**src/rtl/lol_pkg.sv**
```systemverilog
// Shared types and defaults for the LOL word detector.
package lol_pkg;

    typedef enum logic [1:0] {
        IDLE   = 2'd0,
        GOT_L  = 2'd1,
        GOT_LO = 2'd2
    } state_e;

    typedef struct packed {
        logic l;
        logic o;
        logic y;
    } letters_t;

    localparam int GAP_MAX_DEF = 8;
    localparam int CNT_W_DEF   = 8;

    function automatic logic multi_ev(input letters_t e);
        return (e.l & e.o) | (e.l & e.y) | (e.o & e.y);
    endfunction

endpackage

```
**src/rtl/lol_edge_detect.sv**
```systemverilog
// Registers the letter levels once and flags their 0->1 transitions.
module lol_edge_detect
    import lol_pkg::*;
(
    input  logic     clk,
    input  logic     rst_n_i,
    input  letters_t lvl_i,
    output letters_t ev_o
);

    letters_t cur_q;
    letters_t prev_q;

    always_ff @(posedge clk or negedge rst_n_i) begin
        if (!rst_n_i) begin
            cur_q  <= '0;
            prev_q <= '0;
        end else begin
            cur_q  <= lvl_i;
            prev_q <= cur_q;
        end
    end

    // Cleared history makes a level held across reset look like a new edge.
    assign ev_o = letters_t'(cur_q & ~prev_q);

endmodule

```
**src/rtl/lol_word_detector.sv**
```systemverilog
// Detects "LOL" in a stream of letter events, with gap timeout
// and a saturating word counter.
module lol_word_detector
    import lol_pkg::*;
#(
    parameter int GAP_MAX = GAP_MAX_DEF,
    parameter int CNT_W   = CNT_W_DEF
) (
    input  logic             clk,
    input  logic             restart,
    input  logic             L,
    input  logic             O,
    input  logic             Y,
    output logic             lol,
    output logic [CNT_W-1:0] count,
    output logic             busy,
    output logic             err
);

    localparam int GAP_W = $clog2(GAP_MAX + 1);

    letters_t         lvl;
    letters_t         ev;
    logic             any_ev;
    logic             coll;
    logic             timeout;
    state_e           state_q;
    logic [GAP_W-1:0] gap_q;
    logic [GAP_W-1:0] gap_d;
    logic [CNT_W-1:0] count_q;
    logic [CNT_W-1:0] count_d;
    logic             lol_q;
    logic             err_q;

    assign lvl = '{l: L, o: O, y: Y};

    lol_edge_detect u_edge (
        .clk     (clk),
        .rst_n_i (restart),
        .lvl_i   (lvl),
        .ev_o    (ev)
    );

    assign any_ev  = ev.l | ev.o | ev.y;
    assign coll    = multi_ev(ev);
    assign timeout = (state_q != IDLE) && !any_ev
                     && (gap_q == GAP_W'(GAP_MAX - 1));

    assign gap_d   = (state_q == IDLE || any_ev || timeout)
                     ? '0 : gap_q + 1'b1;
    assign count_d = (count_q == '1) ? count_q : count_q + 1'b1;

    always_ff @(posedge clk or negedge restart) begin
        if (!restart) begin
            state_q <= IDLE;
            gap_q   <= '0;
            count_q <= '0;
            lol_q   <= 1'b0;
            err_q   <= 1'b0;
        end else begin
            lol_q <= 1'b0;
            err_q <= 1'b0;
            gap_q <= gap_d;
            if (coll) begin
                state_q <= IDLE;
                err_q   <= (state_q != IDLE);
            end else if (timeout) begin
                state_q <= IDLE;
                err_q   <= 1'b1;
            end else begin
                unique case (state_q)
                    IDLE: begin
                        if (ev.l) state_q <= GOT_L;
                    end
                    GOT_L: begin
                        if (ev.o) begin
                            state_q <= GOT_LO;
                        end else if (ev.y) begin
                            state_q <= IDLE;
                            err_q   <= 1'b1;
                        end
                    end
                    GOT_LO: begin
                        // The closing L also opens the next word.
                        if (ev.l) begin
                            state_q <= GOT_L;
                            lol_q   <= 1'b1;
                            count_q <= count_d;
                        end else if (ev.o || ev.y) begin
                            state_q <= IDLE;
                            err_q   <= 1'b1;
                        end
                    end
                    default: state_q <= IDLE;
                endcase
            end
        end
    end

    assign lol   = lol_q;
    assign err   = err_q;
    assign count = count_q;
    assign busy  = (state_q != IDLE);

endmodule

```
**config.mk**
```make
export PLATFORM = sky130hd
export DESIGN_NAME = lol_word_detector
export DESIGN_NICKNAME = d
export VERILOG_FILES = /design/src/rtl/lol_pkg.sv /design/src/rtl/lol_edge_detect.sv /design/src/rtl/lol_word_detector.sv
export SDC_FILE = /design/constraint.sdc
export NUM_CORES = 1
export LEC_CHECK = 0
export CORE_UTILIZATION = 52
export CTS_CLUSTER_DIAMETER = 50
export DETAILED_ROUTE_END_ITERATION = 10
export PLACE_DENSITY = 0.81
export SETUP_SLACK_MARGIN = 0.02
export SLEW_MARGIN = 30
export SYNTH_ARGS = -nofsm -noshare
export SYNTH_HDL_FRONTEND = slang
export SYNTH_HIERARCHICAL = 1
export SYNTH_SLANG_ARGS = --single-unit
```
**constraint.sdc**
```tcl
create_clock -name clk -period 1.9 [get_ports clk]
set_input_delay 0.285 -clock clk [delete_from_list [all_inputs] [get_ports clk]]
set_output_delay 0.285 -clock clk [all_outputs]
set_load 0.005 [all_outputs]
```
==> results of run 1 <==
==> metal layers <==
| metal | wire, um | up-vias | part of all wire [%] | track usage, % |
|---|---|---|---|---|
| met1 | 920 | 367 | 45 | 23.9 |
| met2 | 998 | 17 | 49 | 31.4 |
| met4 | 14 | 0 | 0.69 | 5.00 |
| li1 | - | 368 | - | - |
| met3 | 98 | 2 | 4.8 | 7.92 |
| met5 | 0 | - | 0 | 0 |
==> sequential cells by signal, indices dropped and copies added (netlist names) <==
| signal | cells |
|---|---|
| gap_q | 4 |
| count | 8 |
| u_edge/cur_q | 3 |
| state_q | 2 |
| u_edge/prev_q | 3 |
| err | 1 |
| lol | 1 |
==> cell families (layout without fill, tap and decap cells) <==
| group | Yosys count | in the layout |
|---|---|---|
| XOR/XNOR | 8 | 8 |
| flip-flops | 22 | 22 |
| AND/OR/NAND/NOR | 38 | 38 |
| buffers and inverters | 7 | 28 |
| AO/OA/AOI/OAI | 11 | 11 |
| multiplexers | 4 | 4 |
| adder cells (fa/ha/maj) | 6 | 6 |
==> power by group <==
part	switching [mW]	total (mW)	internal, mW
logic	0.211	0.473	0.262
clock network	0.148	0.362	0.213
registers	0.0476	0.575	0.528
total	0.407	1.41	1.00
==> worst register-to-register path, cell delays in order, from the launching register on <==
cell and delay (ns):
dfrtp_1 0.40, buf_4 0.12, buf_4 0.11, ha_1 0.19
a21oi_1 0.06, o41ai_2 0.37, mux2_2 0.37
==> metrics by stage <==
step / std cells / power [mW] / hold WS (ns) / worst slack (ns) / instance area (um2)
floorplan: 96 / 0.828 / -0.0106 / 0.357 / 1100
global placement: 137 / 0.955 / 0.369 / 0.293 / 1270
detailed placement: 137 / 0.969 / 0.364 / 0.242 / 1270
CTS: 143 / 1.36 / 0.232 / 0.0227 / 1340
global route: 144 / 1.49 / 0.234 / 0.0295 / 1360
finish: 144 / 1.41 / 0.222 / 0.106 / 1360
==> placed cells by master, fill, tap and decap left out, drive strengths merged, types with 4 or more instances in the layout <==
| cell type | count |
|---|---|
| xor2 | 7 |
| a21oi | 4 |
| dfrtp | 22 |
| nor2 | 11 |
| ha | 6 |
| nand2 | 10 |
| buf | 4 |
| inv | 5 |
| o21ai | 4 |
| clkdlybuf4s50 | 15 |
| nand3 | 5 |
==> repair_timing <==
| action | CTS | global route |
|---|---|---|
| buffers inserted | 2 | 1 |
| setup endpoints to repair | 1 | 1 |
| resized for setup | 0 | 3 |
==> final cells by class <==
cell class,instances,share of cell area (%)
tap,27,2.49
multi-input combinational,67,38.3
clock inverter,1,2.22
clock buffer,3,1.66
sequential,22,40.6
timing repair buffer,19,13.3
inverter,5,1.39
==> worst min path at each step <==
stage | from | to | slack, ns | cells past startpoint
after global routing | restart | u_edge/cur_q[0]$_DFF_PN0_ | 0.23 | 1
after floorplan | restart | count[0]$_DFFE_PN0P_ | -0.01 | 0
after global placement | u_edge/cur_q[0]$_DFF_PN0_ | u_edge/prev_q[0]$_DFF_PN0_ | 0.37 | 0
after detailed placement | u_edge/cur_q[1]$_DFF_PN0_ | u_edge/prev_q[1]$_DFF_PN0_ | 0.36 | 0
after CTS | restart | u_edge/cur_q[0]$_DFF_PN0_ | 0.23 | 1
final | restart | u_edge/cur_q[2]$_DFF_PN0_ | 0.22 | 1
==> reports/metrics.cfg, run 1 <==
[clocking]
clkSinkCount=22
clk_pin_slew_ns=0.13
cts-hold-fix-buffers=0
cts_buffers=3
cts_tree=done
htree_levels=1
root_buffer=clkbuf_4
clockBufferDepth=2
worstSkewPairLatency_ns=0.32

[sta]
timing.final.crit_share_pct=94.4
tightest_slew_ns=0.457
max_slew_margin_pct=68.8
rsz0062_at_grt=no
clock_skew_ns=0.0101
finalSetupViolations=0
setup_tns_ns=0
final_hold_viol_count=0
slew_viol_final=0
fmax_mhz=557
min_period_ns=1.79

[yosys]
yosysMostFrequentCell=dfrtp_1
synthSimpleGateAreaFrac_pct=21.1
syn-num-nets=107
synth_top_family_by_area=simple AND/OR/NAND/NOR gates
ys_types=27
syn_inst=96
synth_compound_area_share_pct=7.73
synthMuxAreaShare_pct=3.98
synth_area_leaders=dfrtp_1 (50%), ha_1 (6.8%), xor2_1 (5.6%), nor2_1 (3.8%), nor2b_4 (3.8%)
yosys.area_share.xor_xnor_pct=6.36
ys_seq_elements=22
synth_commonest_cells=dfrtp_1 (22), nor2_1 (11), nand2_1 (10)
synthFlopType=dfrtp_1
yosysWarnings=6
yosysSeqAreaShare_pct=50.0
synth_fa_ha_area_share_pct=6.82
synth_top_area_share_pct=50.0
ys_async_sr_fraction_pct=100
synth_edf_count=0
syn_area_um2=1100
synth_top_area_cell=dfrtp_1
synth.avg_cell_area_um2=11.5

[routing]
via_per_inst=5.24
wl_per_cell_um=14.1
vias=754
antenna_left=0
first_pass_iters=5
drt_wl_total_mm=2.03
drc=0
drtIter0Drc=18

[grt]
grt_max_degree=16
grt_pass1_wl_mm=2.91
antenna_found_initial=0
grt_pass1_vias=665
gr-total-overflow=0
grt_use_total_pct=19.3

[placement]
gp_congestion=0.726
dp_hpwl_mm=1.35
io_buffer_count=15

[floorplan]
fp.dieH_um=48.0
ios=16
initial_utilization_pct=55.6
num_rows=16
core-area_um2=1980
die_w_um=48.0
design.die.area_um2=2310

[power_and_ir_drop]
p_leak_nw=0.640
p_per_area_nw_per_um2=1040
vdd_drop_max_mv=0.713

[flow_run]
max_cap_viol_count=0

[critical_path]
r2r-end=state_q[1]$_DFFE_PN0P_
worstSetupStartpoint=state_q[0]$_DFFE_PN0P_
crit_path_end=busy
start_kind=register
reg2reg_depth=6
rrSetupSlack_ns=0.18
cp-end-kind=output pin
critPathTopFamily=buffers and inverters
critPathBufInv=3
crit_type=reg2out
arrival_ns=1.51
worstPathMaxFanout=4
reg2reg_from=state_q[0]$_DFFE_PN0P_
cp_num_cells=4
worstPathCellList=inv_2 -> ha_4 -> inv_1 -> clkdlybuf4s50_1
max_stage_delay_ns=0.49
slowest_stage=clkdlybuf4s50_1
cp.required_ns=1.62

[final_layout]
num-fill-cells=144
area_growth_syn_to_layout_pct=23.1
fin_nets=129
antenna-diode-count=0
final_util_pct=68.4
drive_above_1_share_pct=17.9
seqCellArea_um2=551
multi_input_area_um2=519

[min_path]
min_path_type=in2async

[run_status]
status=finished clean

Power figures use the tool's default switching activity.
==> inputs of run 2 (changes only) <==
- CORE_UTILIZATION: 52 -> 55
- CTS_BUF_LIST: default -> sky130_fd_sc_hd__clkbuf_8
- GPL_TIMING_DRIVEN: default -> 0
- PLACE_DENSITY: 0.81 -> 0.85
- REMOVE_ABC_BUFFERS: default -> 1
==> run 2 against run 1 <==
Net effect: the flow now finishes with violations (negative hold slack); non-clock buffer count down 4; critical endpoint unchanged; largest cell class unchanged; clock skew down 0.0042 ns; sequential power up 1%; register-to-register slack worse by 0.05 ns; flip-flop and latch count unchanged; clock-buffer cell count unchanged; die area down 5.2%; first-iteration DRC count up 17%; fmax down 1.5%; power up 1.4%; utilization up 5.8 points; clock power up 19%.
==> reports/metrics.cfg, run 2 (synthesis results as in run 1) <==
[final_layout]
largest_reg_flops=8
fin_nets=125
multi_input_area_um2=519
drive_above_1_share_pct=15.0
layout_commonest_cell=dfrtp_1
final_cells=138
antenna-diode-count=0
num-fill-cells=131
mostFrequentLayoutCells=dfrtp_1 (22), clkdlybuf4s50_1 (14), nor2_1 (11)
seqCellArea_um2=551
fin_area_um2=1340
area_growth_syn_to_layout_pct=21.4

[min_path]
min_path_type=in2async

[sta]
setup_tns_ns=0
rsz0062_at_grt=yes
timing.final.crit_share_pct=95.9
clock_skew_ns=0.00591
tightest_slew_ns=0.456
max_slew_margin_pct=69.6
fmax_mhz=549
finalSetupViolations=0
final_hold_viol_count=22
min_period_ns=1.82
slew_viol_final=0
fin_hold_ws_ns=-0.0392

[routing]
first_pass_iters=4
vias=737
drt_wl_total_mm=1.76
drc=0
drtIter0Drc=21
wl_per_cell_um=12.7
antenna_left=0
via_per_inst=5.34

[grt]
antenna_found_initial=0
gr-total-overflow=0
grt_use_total_pct=17.8
grt_pass1_wl_mm=2.70
gr-max-usage-layer=met2
grt_pass1_vias=642
met3_usage_pct=3.46
grt_max_degree=23
use_met2_pct=28.3
grt_use_met1_pct=24.2

[placement]
postPlaceCellArea_um2=1260
gp_congestion=0.787
place_inst=134
dp_hpwl_mm=1.29
io_buffer_count=15

[floorplan]
core-area_um2=1800
initial_utilization_pct=61.1
design.die.area_um2=2180
die_w_um=46.7
ios=16
num_rows=15
fp.dieH_um=46.7

[power_and_ir_drop]
p_per_area_nw_per_um2=1070
vdd_drop_max_mv=0.790
p_leak_nw=0.629

[critical_path]
cp.required_ns=1.62
arrival_ns=1.54
crit_type=reg2out
cp-end-kind=output pin
start_kind=register
worstPathMaxFanout=4

[flow_run]
max_cap_viol_count=0

[clocking]
htree_levels=1
root_buffer=clkbuf_8
post_cts_buffers=0
clk_pin_slew_ns=0.08
cts_tree=done
clkSinkCount=22
cts_buffers=3
cts-hold-fix-buffers=0
clockBufferDepth=2
worstSkewPairLatency_ns=0.26

[run_status]
violations=negative hold slack
status=finished with violations

[run 2: cell types whose count changed in the layout (fill, tap and decap cells not counted)]
cell,delta
inv_2,-1
clkdlybuf4s50_1,-1
buf_2,+1
buf_4,-4
clkbuf_4,-3
inv_1,+1
clkbuf_8,+3
[run 2: worst max-delay path, cell delays in order (launching register included)]
cell	delay (ns)
dfrtp_1	0.40
inv_1	0.12
ha_4	0.20
inv_1	0.07
clkdlybuf4s50_1	0.49
[run 2: path summary, 6_finish.rpt]
kind,cells past startpoint,from,end,slack (ns)
worst max-delay path,4,state_q[1]$_DFFE_PN0P_,busy,0.08
worst min-delay path,1,restart,u_edge/cur_q[2]$_DFF_PN0_,-0.04
worst max register to register,5,gap_q[0]$_DFF_PN0_,state_q[0]$_DFFE_PN0P_,0.13
worst min register to register,0,u_edge/cur_q[2]$_DFF_PN0_,u_edge/prev_q[2]$_DFF_PN0_,0.38
max in group asynchronous,1,restart,u_edge/cur_q[1]$_DFF_PN0_,1.62
min in group clk,0,u_edge/cur_q[2]$_DFF_PN0_,u_edge/prev_q[2]$_DFF_PN0_,0.38
[run 2: power breakdown]
group | total [mW] | internal, mW | switching, mW
clock network | 0.430 | 0.281 | 0.148
registers | 0.581 | 0.528 | 0.0534
logic | 0.419 | 0.225 | 0.195
[run 2: repair_timing]
| item | CTS | global route |
|---|---|---|
| gates resized for setup | 1 | 1 |
| cloned | 0 | 0 |
| pin swaps | 0 | 1 |
| endpoints found under the setup margin | 1 | 1 |
[run 2: per-stage QoR]
stage,setup WS (ns),hold WS [ns],util [%],power [mW]
5_1_grt,0.0124,0.00298,74.2,1.50
6_report,0.0783,-0.0392,74.2,1.43
3_5_place_dp,0.174,0.368,69.8,0.968
2_1_floorplan,0.357,-0.0106,-,0.823
4_1_cts,0.0607,0.386,73.9,1.41
3_3_place_gp,0.258,0.363,69.8,0.952
[run 2: layout make-up]
type / count / share of cell area, %
Inverter: 5 / 1.40
Clock buffer: 3 / 3.09
Tap cell: 25 / 2.34
Sequential cell: 22 / 41.2
Multi-Input combinational cell: 67 / 38.9
Timing Repair Buffer: 15 / 10.9
Clock inverter: 1 / 2.25
[run 2: layer usage]
layer / up-vias / share of wire, %
met5: - / 0
met4: 0 / 0.51
met3: 2 / 3.1
met2: 14 / 50
met1: 358 / 47
li1: 363 / -
